`src/rtl/clk_gen_divider.sv`:
```
// Programmable divided-clock source with a run/drain FSM and a period-aligned ratio reload.
// Optional feature: define CLKGEN_PERIOD_CNT_EN to add the period_cnt output.
module clk_gen_divider #(
    parameter int DIV_W       = 8,
    parameter int DEFAULT_DIV = 2
) (
    input  logic             clk,
    input  logic             rst,
    input  logic             en,
    input  logic             div_load,
    input  logic [DIV_W-1:0] div_value,
    output logic             div_ack,
    output logic             busy,
    output logic             clk_gen,
    output logic             clk_gen_rise
`ifdef CLKGEN_PERIOD_CNT_EN
    ,
    output logic [15:0]      period_cnt
`endif
);

    localparam int               DEF_INT = (DEFAULT_DIV < 2) ? 2 : DEFAULT_DIV;
    localparam logic [DIV_W-1:0] DEF_N   = DIV_W'(DEF_INT);

    typedef enum logic [1:0] {
        IDLE  = 2'd0,
        RUN   = 2'd1,
        DRAIN = 2'd2
    } state_t;

    // Ratios below 2 cannot form a clock with both phases, so they clamp to 2.
    function automatic logic [DIV_W-1:0] sat_div(input logic [DIV_W-1:0] v);
        return (v < DIV_W'(2)) ? DIV_W'(2) : v;
    endfunction

    function automatic logic [DIV_W-1:0] high_len(input logic [DIV_W-1:0] n);
        logic [DIV_W:0] s;
        s = {1'b0, n} + (DIV_W+1)'(1);
        return s[DIV_W:1];
    endfunction

    state_t           state, state_nxt;
    logic [DIV_W-1:0] cnt, cnt_nxt;
    logic [DIV_W-1:0] n, n_nxt;
    logic [DIV_W-1:0] pend, pend_nxt;
    logic             busy_nxt;
    logic             gen_nxt;
    logic             rise_nxt;
    logic             ack_nxt;
    logic             last;
    logic             apply;
    logic [DIV_W-1:0] cnt_adv;
`ifdef CLKGEN_PERIOD_CNT_EN
    logic [15:0]      pcnt, pcnt_nxt;
`endif

    always_comb begin
        state_nxt = state;
        cnt_nxt   = cnt;
        n_nxt     = n;
        pend_nxt  = pend;
        busy_nxt  = busy;
        gen_nxt   = clk_gen;
        rise_nxt  = 1'b0;
        ack_nxt   = 1'b0;
        apply     = 1'b0;
        last      = (cnt == (n - DIV_W'(1)));
        cnt_adv   = last ? '0 : (cnt + DIV_W'(1));
`ifdef CLKGEN_PERIOD_CNT_EN
        pcnt_nxt  = pcnt;
`endif
        unique case (state)
            IDLE: begin
                cnt_nxt = '0;
                gen_nxt = 1'b0;
                apply   = busy;
                if (en) begin
                    state_nxt = RUN;
                    gen_nxt   = 1'b1;
                    rise_nxt  = 1'b1;
                end
            end
            RUN, DRAIN: begin
                cnt_nxt  = cnt_adv;
                gen_nxt  = (cnt_adv < high_len(n));
                rise_nxt = last;
                apply    = busy && last;
`ifdef CLKGEN_PERIOD_CNT_EN
                if (last) pcnt_nxt = pcnt + 16'd1;
`endif
                // A stop request only takes hold once the running period has completed.
                if (en) begin
                    state_nxt = RUN;
                end else if (last) begin
                    state_nxt = IDLE;
                    cnt_nxt   = '0;
                    gen_nxt   = 1'b0;
                    rise_nxt  = 1'b0;
                end else begin
                    state_nxt = DRAIN;
                end
            end
            default: begin
                state_nxt = IDLE;
                cnt_nxt   = '0;
                gen_nxt   = 1'b0;
            end
        endcase

        // The previously pending ratio applies before a same-cycle load is captured.
        if (apply) begin
            n_nxt    = sat_div(pend);
            busy_nxt = 1'b0;
            ack_nxt  = 1'b1;
        end
        if (div_load) begin
            pend_nxt = div_value;
            busy_nxt = 1'b1;
        end
    end

    always_ff @(posedge clk) begin
        if (rst) begin
            state        <= IDLE;
            cnt          <= '0;
            n            <= DEF_N;
            pend         <= '0;
            busy         <= 1'b0;
            clk_gen      <= 1'b0;
            clk_gen_rise <= 1'b0;
            div_ack      <= 1'b0;
`ifdef CLKGEN_PERIOD_CNT_EN
            pcnt         <= 16'd0;
`endif
        end else begin
            state        <= state_nxt;
            cnt          <= cnt_nxt;
            n            <= n_nxt;
            pend         <= pend_nxt;
            busy         <= busy_nxt;
            clk_gen      <= gen_nxt;
            clk_gen_rise <= rise_nxt;
            div_ack      <= ack_nxt;
`ifdef CLKGEN_PERIOD_CNT_EN
            pcnt         <= pcnt_nxt;
`endif
        end
    end

`ifdef CLKGEN_PERIOD_CNT_EN
    assign period_cnt = pcnt;
`endif

endmodule

```
`config.mk`:
```
export PLATFORM = sky130hd
export DESIGN_NAME = clk_gen_divider
export DESIGN_NICKNAME = d
export VERILOG_FILES = /design/src/rtl/clk_gen_divider.sv
export SDC_FILE = /design/constraint.sdc
export NUM_CORES = 1
export LEC_CHECK = 0
export CAP_MARGIN = 20
export CELL_PAD_IN_SITES_DETAIL_PLACEMENT = 2
export CELL_PAD_IN_SITES_GLOBAL_PLACEMENT = 2
export CORE_ASPECT_RATIO = 0.7
export CORE_MARGIN = 3
export CORE_UTILIZATION = 37
export CTS_BUF_LIST = sky130_fd_sc_hd__clkbuf_4 sky130_fd_sc_hd__clkbuf_8
export CTS_CLUSTER_DIAMETER = 100
export DETAILED_ROUTE_END_ITERATION = 8
export MAX_ROUTING_LAYER = met4
export PLACE_DENSITY = 0.92
export SYNTH_ARGS = -nofsm -noshare
export SYNTH_HDL_FRONTEND = slang
export SYNTH_SLANG_ARGS = --single-unit
```
`constraint.sdc`:
```
create_clock -name clk -period 4.54 [get_ports clk]
set_input_delay 0.681 -clock clk [delete_from_list [all_inputs] [get_ports clk]]
set_output_delay 0.681 -clock clk [all_outputs]
set_load 0.02 [all_outputs]
```
; Yosys cells after proc, flatten, opt, wreduce, memory -nomap -nowiden
; Index checks and enable logic that the tools add are counted.
[classes]
n_eq_ne = 4
add_sub_neg = 3
n_bitwise = 1
n_reduce_logical = 5
n_mux = 18
order_cmp = 2
[op_table]
columns = cell, n
row1 = $mux W8, 4
row2 = $add A8 B1 Y9 const B, 1
row3 = $add A8 B1 Y8 const B, 1
row4 = $eq A8 B8 Y1, 1
row5 = $lt A8 B2 Y1 const B, 1
row6 = $lt A8 B8 Y1, 1
row7 = $sub A8 B1 Y8 const B, 1
row8 = $mux W1, 7
row9 = $mux W2, 3
row10 = $pmux W1 S2, 3
row11 = $pmux W2 S2, 1
row12 = $reduce_or A2 Y1, 2
row13 = $eq A2 B1 Y1 const B, 1
row14 = $eq A2 B2 Y1 const B, 1
row15 = $logic_not A2 Y1, 1
row16 = $ne A2 B2 Y1 const B, 1
row17 = $reduce_bool A2 Y1, 1
row18 = $logic_and A1 B1 Y1, 1
row19 = $not A1 Y1, 1
[totals]
register_bits = 30
output_inout_bits = 4

; Logic depth before layout (Yosys ltp)
[logic_depth]
depth_word = 7
depth_mapped = 16

; Least setup slack after synthesis
; OpenSTA, ideal clock, no wires.
[synth_timing]
kind = flip-flop to flip-flop
startpoint = register n[0]
endpoint = register clk_gen
path_stages_with_launch = 17
path_buffers = 2
arrival_time_ns = 3.223
setup_ns = 0.072
slack_ns = 1.246
period_less_slack_ns = 3.294
cell_sequence = dfxtp_1 buf_2 inv_1 ha_1 or3b_4 nor4_1 o2111ai_2 a211oi_1 buf_6 nor2_1 ha_1 nor2b_1 o21ai_0 nand2b_1 a211o_1 a211oi_1 a2bb2oi_1
[synth_between]
elab_chain_len = 7
word_cells_on_any_way = 8
classes_between = add/sub: 2 / order compare: 1 / eq/ne: 1 / mux: 4
[synth_rtl]
columns = item, line
row1 = from (decl), 44  ; logic [DIV_W-1:0] n, n_nxt;
row2 = from (signal assigned), 138  ; n <= n_nxt;
row3 = $sub A8 B1 Y8, 67  ; last = (cnt == (n - DIV_W'(1)));
row4 = $eq A8 B8 Y1, 67
row5 = $mux W8, 68  ; cnt_adv = last ? '0 : (cnt + DIV_W'(1));
row6 = $lt A8 B8 Y1, 85  ; gen_nxt = (cnt_adv < high_len(n));
row7 = $mux W1, 94  ; end else if (last) begin
row8 = $mux W1 *, 92  ; if (en) begin
row9 = $pmux W1 S2 *, 72  ; unique case (state)
row10 = to (signal assigned), 141  ; clk_gen <= gen_nxt;
row11 = to (decl), 14  ; output logic clk_gen,
; Every way passes the cells marked *; elsewhere a longest branch is shown, timed or not.
; A chain may end at the register's enable or synchronous reset.

; Final worst setup path
; Ends and elaborated chain as after synthesis.

==> out/qor.yml <==
status: "complete, no violations"
cts_root_buf: "clkbuf_8"
via_count: 1610
max_freq_mhz: 257
p_leak_nw: 0.817
reg2reg_setup_slack_ns: 0.66
final_nets: 255
synth_area_leader_cell: "dfxtp_1"
yosys_warnings: 0
netlist_top_cells_area: "dfxtp_1 (31%), nor2_1 (8.0%), ha_1 (7.8%)"
timing.setup.tns_ns: 0
ctsResizeCount: 0
synth_ff_type: "dfxtp_1"
cts_tree: "built"
layout_setup_ws_ns: 0.656
worstReg2RegEnd: "clk_gen"
core_area_um2: 4890
power.density_nw_per_um2: 281
worst_ep_arrival_time_ns: 4.10
syn_nets: 247
grt_max_degree: 31
hp-start: "pend[4]"
die-area_um2: 6090
ir_drop_uv: 147
cts_max_path_buffers: 2
slew_viol_final: 0
routed_via_density: 5.38
syn_area_per_cell_um2: 8.58
synth_seq_area_share_pct: 31.4
power_mw: 0.606
drcViolationCount: 0
hold_path_end: "n[4]"
grt_usage_pct: 20.2
drive_above_1_share_pct: 6.09
synth.most_common_cell: "nor2_1"
ant_nets: 0
htree_levels: 2
max_cap_violations: 0
timing.final.crit_share_pct: 85.6
synth_edf_count: 0
first_pass_iters: 4
finClkSkew_ns: 0.0102
fin_util_pct: 44.1
ys_types: 46
die_x_um: 92.0
r2r_cells: 13
die_h_um: 66.2
finalSetupViolCount: 0
grt_pass1_vias: 1729
cts_setup_buffers: 0
clk_pin_slew_ns: 0.07
n_antenna_cell: 0
synth.cell_area_um2: 1910
finalHoldViolations: 0
layout.cells.non_filler: 299
rsz0062_at_grt: "no"
yosys-top-cells-count: "nor2_1 (41), dfxtp_1 (30), mux2i_1 (15)"
gp_congestion: 0.812
synth.top_cell.area_share_pct: 31.4
wl_per_cell_um: 18.0
hold_class: "reg2reg"
critical_path_class: "reg2reg"
r2r_start: "n[0]"
startpoint_type: "register"
crit_required_ns: 4.76
dpl.cell_count: 293
initial_core_util_pct: 39.2
rows: 21
worstSkewPairLatency_ns: 0.29
tightest_slew_ns: 0.703
min_path_cells: 2
io_pins: 16
grt_antenna_before_repair: 0
synthesis.instances: 223
dp_hpwl_um: 4080
path_max_fanout: 8
yosys_register_bits: 30
cts_buffers: 5
grt_pass1_wl_um: 9200
numClockSinks: 30
routed_wirelength_um: 5390
place_ws_ns: 0.646
area_growth_pct: 12.6
port_buffers: 15
gr-total-overflow: 0
synthArstFlopShare_pct: 0
cp-end-kind: "register"
period_needed_ns: 3.88
holdBufCountCts: 0
drt_iter0_drc: 75
max-slew-margin-rel_pct: 52.8
-- cell usage in the layout (no fill, tap or decap), drive strengths merged, types with 3 or more instances in the layout --
cell            n
mux2i          15
ha             12
xor2            9
nand2           9
a211oi          4
inv             7
o21ai           4
a21oi           5
nor4            4
clkbuf          6
dfxtp          30
nand4           3
nand3           6
clkdlybuf4s50  15
nor2b           3
xnor2          11
nor2           41
nand2b         14
-- worst max path at each step --
| stage | slack (ns) | startpoint | end |
|---|---|---|---|
| 2_1_floorplan | 1.25 | n[0] | clk_gen |
| 3_3_place_gp | 0.94 | n[0] | clk_gen |
| 3_5_place_dp | 0.65 | n[0] | clk_gen |
| 4_1_cts | 0.60 | n[0] | clk_gen |
| 5_1_grt | 0.33 | n[0] | clk_gen |
| 6_report | 0.66 | n[0] | clk_gen |
-- per-stage QoR --
step,instance area (um^2),hold slack (ns)
finish,2160,0.501
global route,2160,0.540
CTS,2160,0.509
detailed placement,2070,0.490
global placement,2070,0.474
floorplan,1910,0.453
-- report_power, final --
group / leakage, nW / switching, mW / total, mW / internal (mW)
registers: 0.245 / 0.0121 / 0.286 / 0.274
logic: 0.529 / 0.0540 / 0.102 / 0.0482
clock network: 0.0431 / 0.102 / 0.218 / 0.117
total: 0.817 / 0.168 / 0.606 / 0.439
-- flip-flops by register name, summed over array words and instances, names as in the netlist --
register / flops
clk_gen_rise: 1
pend: 8
cnt: 8
busy: 1
clk_gen: 1
state: 2
div_ack: 1
n: 8
-- cell families after synthesis --
group | count (synthesis) | synth area share, %
AND/OR/NAND/NOR | 96 | 26.9
flip-flops | 30 | 31.4
AO/OA/AOI/OAI | 27 | 10.7
buffers and inverters | 23 | 6.21
XOR/XNOR | 20 | 9.15
multiplexers | 15 | 7.84
adder cells (fa/ha/maj) | 12 | 7.84
-- area by class of cell --
class | count | area [um^2]
multi-input cells | 170 | 1190
repair buffers | 17 | 165
well taps | 69 | 86.3
flip-flops and latches | 30 | 601
inverters | 7 | 26.3
clock buffers | 6 | 82.6
fillers | 568 | 2730
-- critical path, stage by stage, from the launching register on --
cell and delay (ns):
dfxtp_1 0.40, inv_1 0.12, ha_1 0.23, or3b_4 0.41, nor4_1 0.26, o2111ai_2 0.17
a211oi_1 0.63, buf_4 0.26, nor2_1 0.07, ha_1 0.33, and4b_1 0.21, a211o_1 0.28
a211oi_1 0.27, a2bb2oi_1 0.18
-- routing by layer --
metal / wire [um] / global-route usage, % / vias to the layer above
met1: 2640 / 26.4 / 790
li1: - / - / 781
met5: 0 / - / -
met4: 77 / 5.00 / 0
met2: 2460 / 32.3 / 28
met3: 206 / 4.10 / 11
Power figures use the tool's default switching activity.
==> edit (same flow settings) <==
The parameter `DIV_W` goes from 8 to 9.
--- a/src/rtl/clk_gen_divider.sv
+++ b/src/rtl/clk_gen_divider.sv
@@ -1,7 +1,7 @@
 // Programmable divided-clock source with a run/drain FSM and a period-aligned ratio reload.
 // Optional feature: define CLKGEN_PERIOD_CNT_EN to add the period_cnt output.
 module clk_gen_divider #(
-    parameter int DIV_W       = 8,
+    parameter int DIV_W       = 9,
     parameter int DEFAULT_DIV = 2
 ) (
     input  logic             clk,
Ports: changed (resized div_value); port bits go from 16 to 17. The function was not compared with the original's and may differ.
==> edit against the unedited design <==
Cell area increased by 8.9%. Hold slack got worse by 0.013 ns. Via count increased by 9.0%. Total power increased by 15%. Wire length increased by 18%. Setup slack got worse by 0.046 ns. Sequential cell count increased by 3. Synthesized area increased by 8.3%. Largest cell class unchanged.
==> edit: results (changes against the unedited design) <==
aggregate global-route resource usage 22.4% (+2.2 points); Area contributors post-synth dfxtp_1, mux2i_1, ha_1, nor2_1, xor2_1; first-pass GRT wire length 10600 um (+15%); Ant. Diodes 0 (unchanged); Layout fillers 584 (+2.8%); Worst Path Arrival 4.13 ns (+0.03 ns); clock buffer depth 2 (unchanged); MaxCap Viol Count 0 (unchanged); vias per cell 5.43 (+0.91%); router iterations before antenna repair 4 (unchanged); hpwl dp 4550 um (+11%); Final nets 277 (+8.6%); peak supply drop 0.106 mV (-28%); post-CTS setup buffer count 0 (unchanged); initial antenna violation count 0 (unchanged); Placed Area 2260 um2 (+8.9%); fraction of registers with async set/reset 0% (unchanged); 1st-iter DRT viols 76 (+1.3%); # port buffers 16 (+1); share of layout cells above drive strength 1 6.77% (+0.69 points); library cells used by synthesis 48 (+4.3%); sequential-to-total area share from yosys stat 31.9% (+0.49 points); post-cts sizing count 0 (unchanged); synth cell count leaders nor2_1, dfxtp_1, mux2i_1, nand2b_1, xor2_1; clock skew 0.00380 ns (-0.00640 ns); Leak 0.927 nW (+13%); Least-Margin Pin Slew 0.829 ns (+0.125 ns); Post-Syn Nets 269 (+8.9%); vias in the first global route 1909 (+10%); status complete, no violations; largest registers cnt (9), n (9), pend (9); total CTS buffers 5 (unchanged); pin count of the biggest net entering global routing 34 (+9.7%); RD Place Congestion 0.921 (+13%); total length of routed wires 6390 um (+18%); Max FO, Critical Path 13 (+5); H-tree depth 2 (unchanged)
[edit: cell types whose count changed in the layout (fill, tap and decap cells not counted), sizes merged, moves of 4 or more]
cell and delta:
xor2 +7, and3 +5, nand2b +4, xnor2 -4
[edit: layout make-up]
| class | instances | area, um2 | area share (%) |
|---|---|---|---|
| Multi-Input combinational cell | 186 | 1310 | 55.8 |
| Clock buffer | 7 | 90.1 | 3.84 |
| Sequential cell | 33 | 661 | 28.1 |
| Tap cell | 72 | 90.1 | 3.84 |
| Inverter | 8 | 30.0 | 1.28 |
| Timing Repair Buffer | 17 | 168 | 7.14 |
[edit: metrics by stage]
step	hold slack (ns)	worst slack (ns)	util, %	std cells	power [mW]
2_1_floorplan	0.437	1.43	-	243	0.415
3_3_place_gp	0.473	1.06	42.3	316	0.451
3_5_place_dp	0.485	0.802	42.3	316	0.457
4_1_cts	0.496	0.638	44.0	323	0.700
5_1_grt	0.501	0.196	44.0	323	0.733
6_report	0.489	0.610	44.0	323	0.696
[edit: kinds of logic (layout without fill, tap and decap cells)]
logic type,after synthesis,count (layout),share of synthesized area (%)
muxes,18,18,8.69
buffers and inverters,24,32,4.95
DFF,33,33,31.9
xor gates and xnor gates,23,23,10.1
AOI/OAI and AO/OA,25,25,8.93
adders and majority gates,13,13,7.85
and+or+nand+nor,107,107,27.6
[edit: final timing paths]
check | endpoint | slack (ns) | start | cells past startpoint
max | clk_gen$_SDFF_PP0_ | 0.61 | n[0]$_SDFFE_PP0P_ | 14
min | n[0]$_SDFFE_PP0P_ | 0.49 | pend[0]$_SDFFE_PP0P_ | 2
max reg2reg | clk_gen$_SDFF_PP0_ | 0.61 | n[0]$_SDFFE_PP0P_ | 14
min reg2reg | n[0]$_SDFFE_PP0P_ | 0.49 | pend[0]$_SDFFE_PP0P_ | 2
[edit: power breakdown]
part           internal (mW)  switching (mW)
Clock                  0.126           0.114
Sequential             0.303          0.0188
Combinational         0.0615          0.0728
[edit: routing by layer]
metal / wire (um) / part of all wire, % / up-vias / GRT usage (%)
met4: 61 / 0.96 / 0 / 6.56
met5: 0 / 0 / - / -
met1: 3000 / 47 / 874 / 28.0
met2: 3070 / 48 / 28 / 37.4
li1: - / - / 847 / -
met3: 256 / 4.0 / 6 / 3.90
[edit: worst max-delay path, stage by stage (launching register included)]
cell	delay (ns)
dfxtp_1	0.42
inv_1	0.10
ha_1	0.30
nor4b_1	0.45
and3_1	0.24
o22ai_1	0.11
a211oi_2	0.68
nor2_1	0.12
ha_1	0.35
a21oi_1	0.19
o21ai_1	0.09
a221o_1	0.32
a31oi_1	0.16
a32oi_1	0.07
nor3_1	0.23
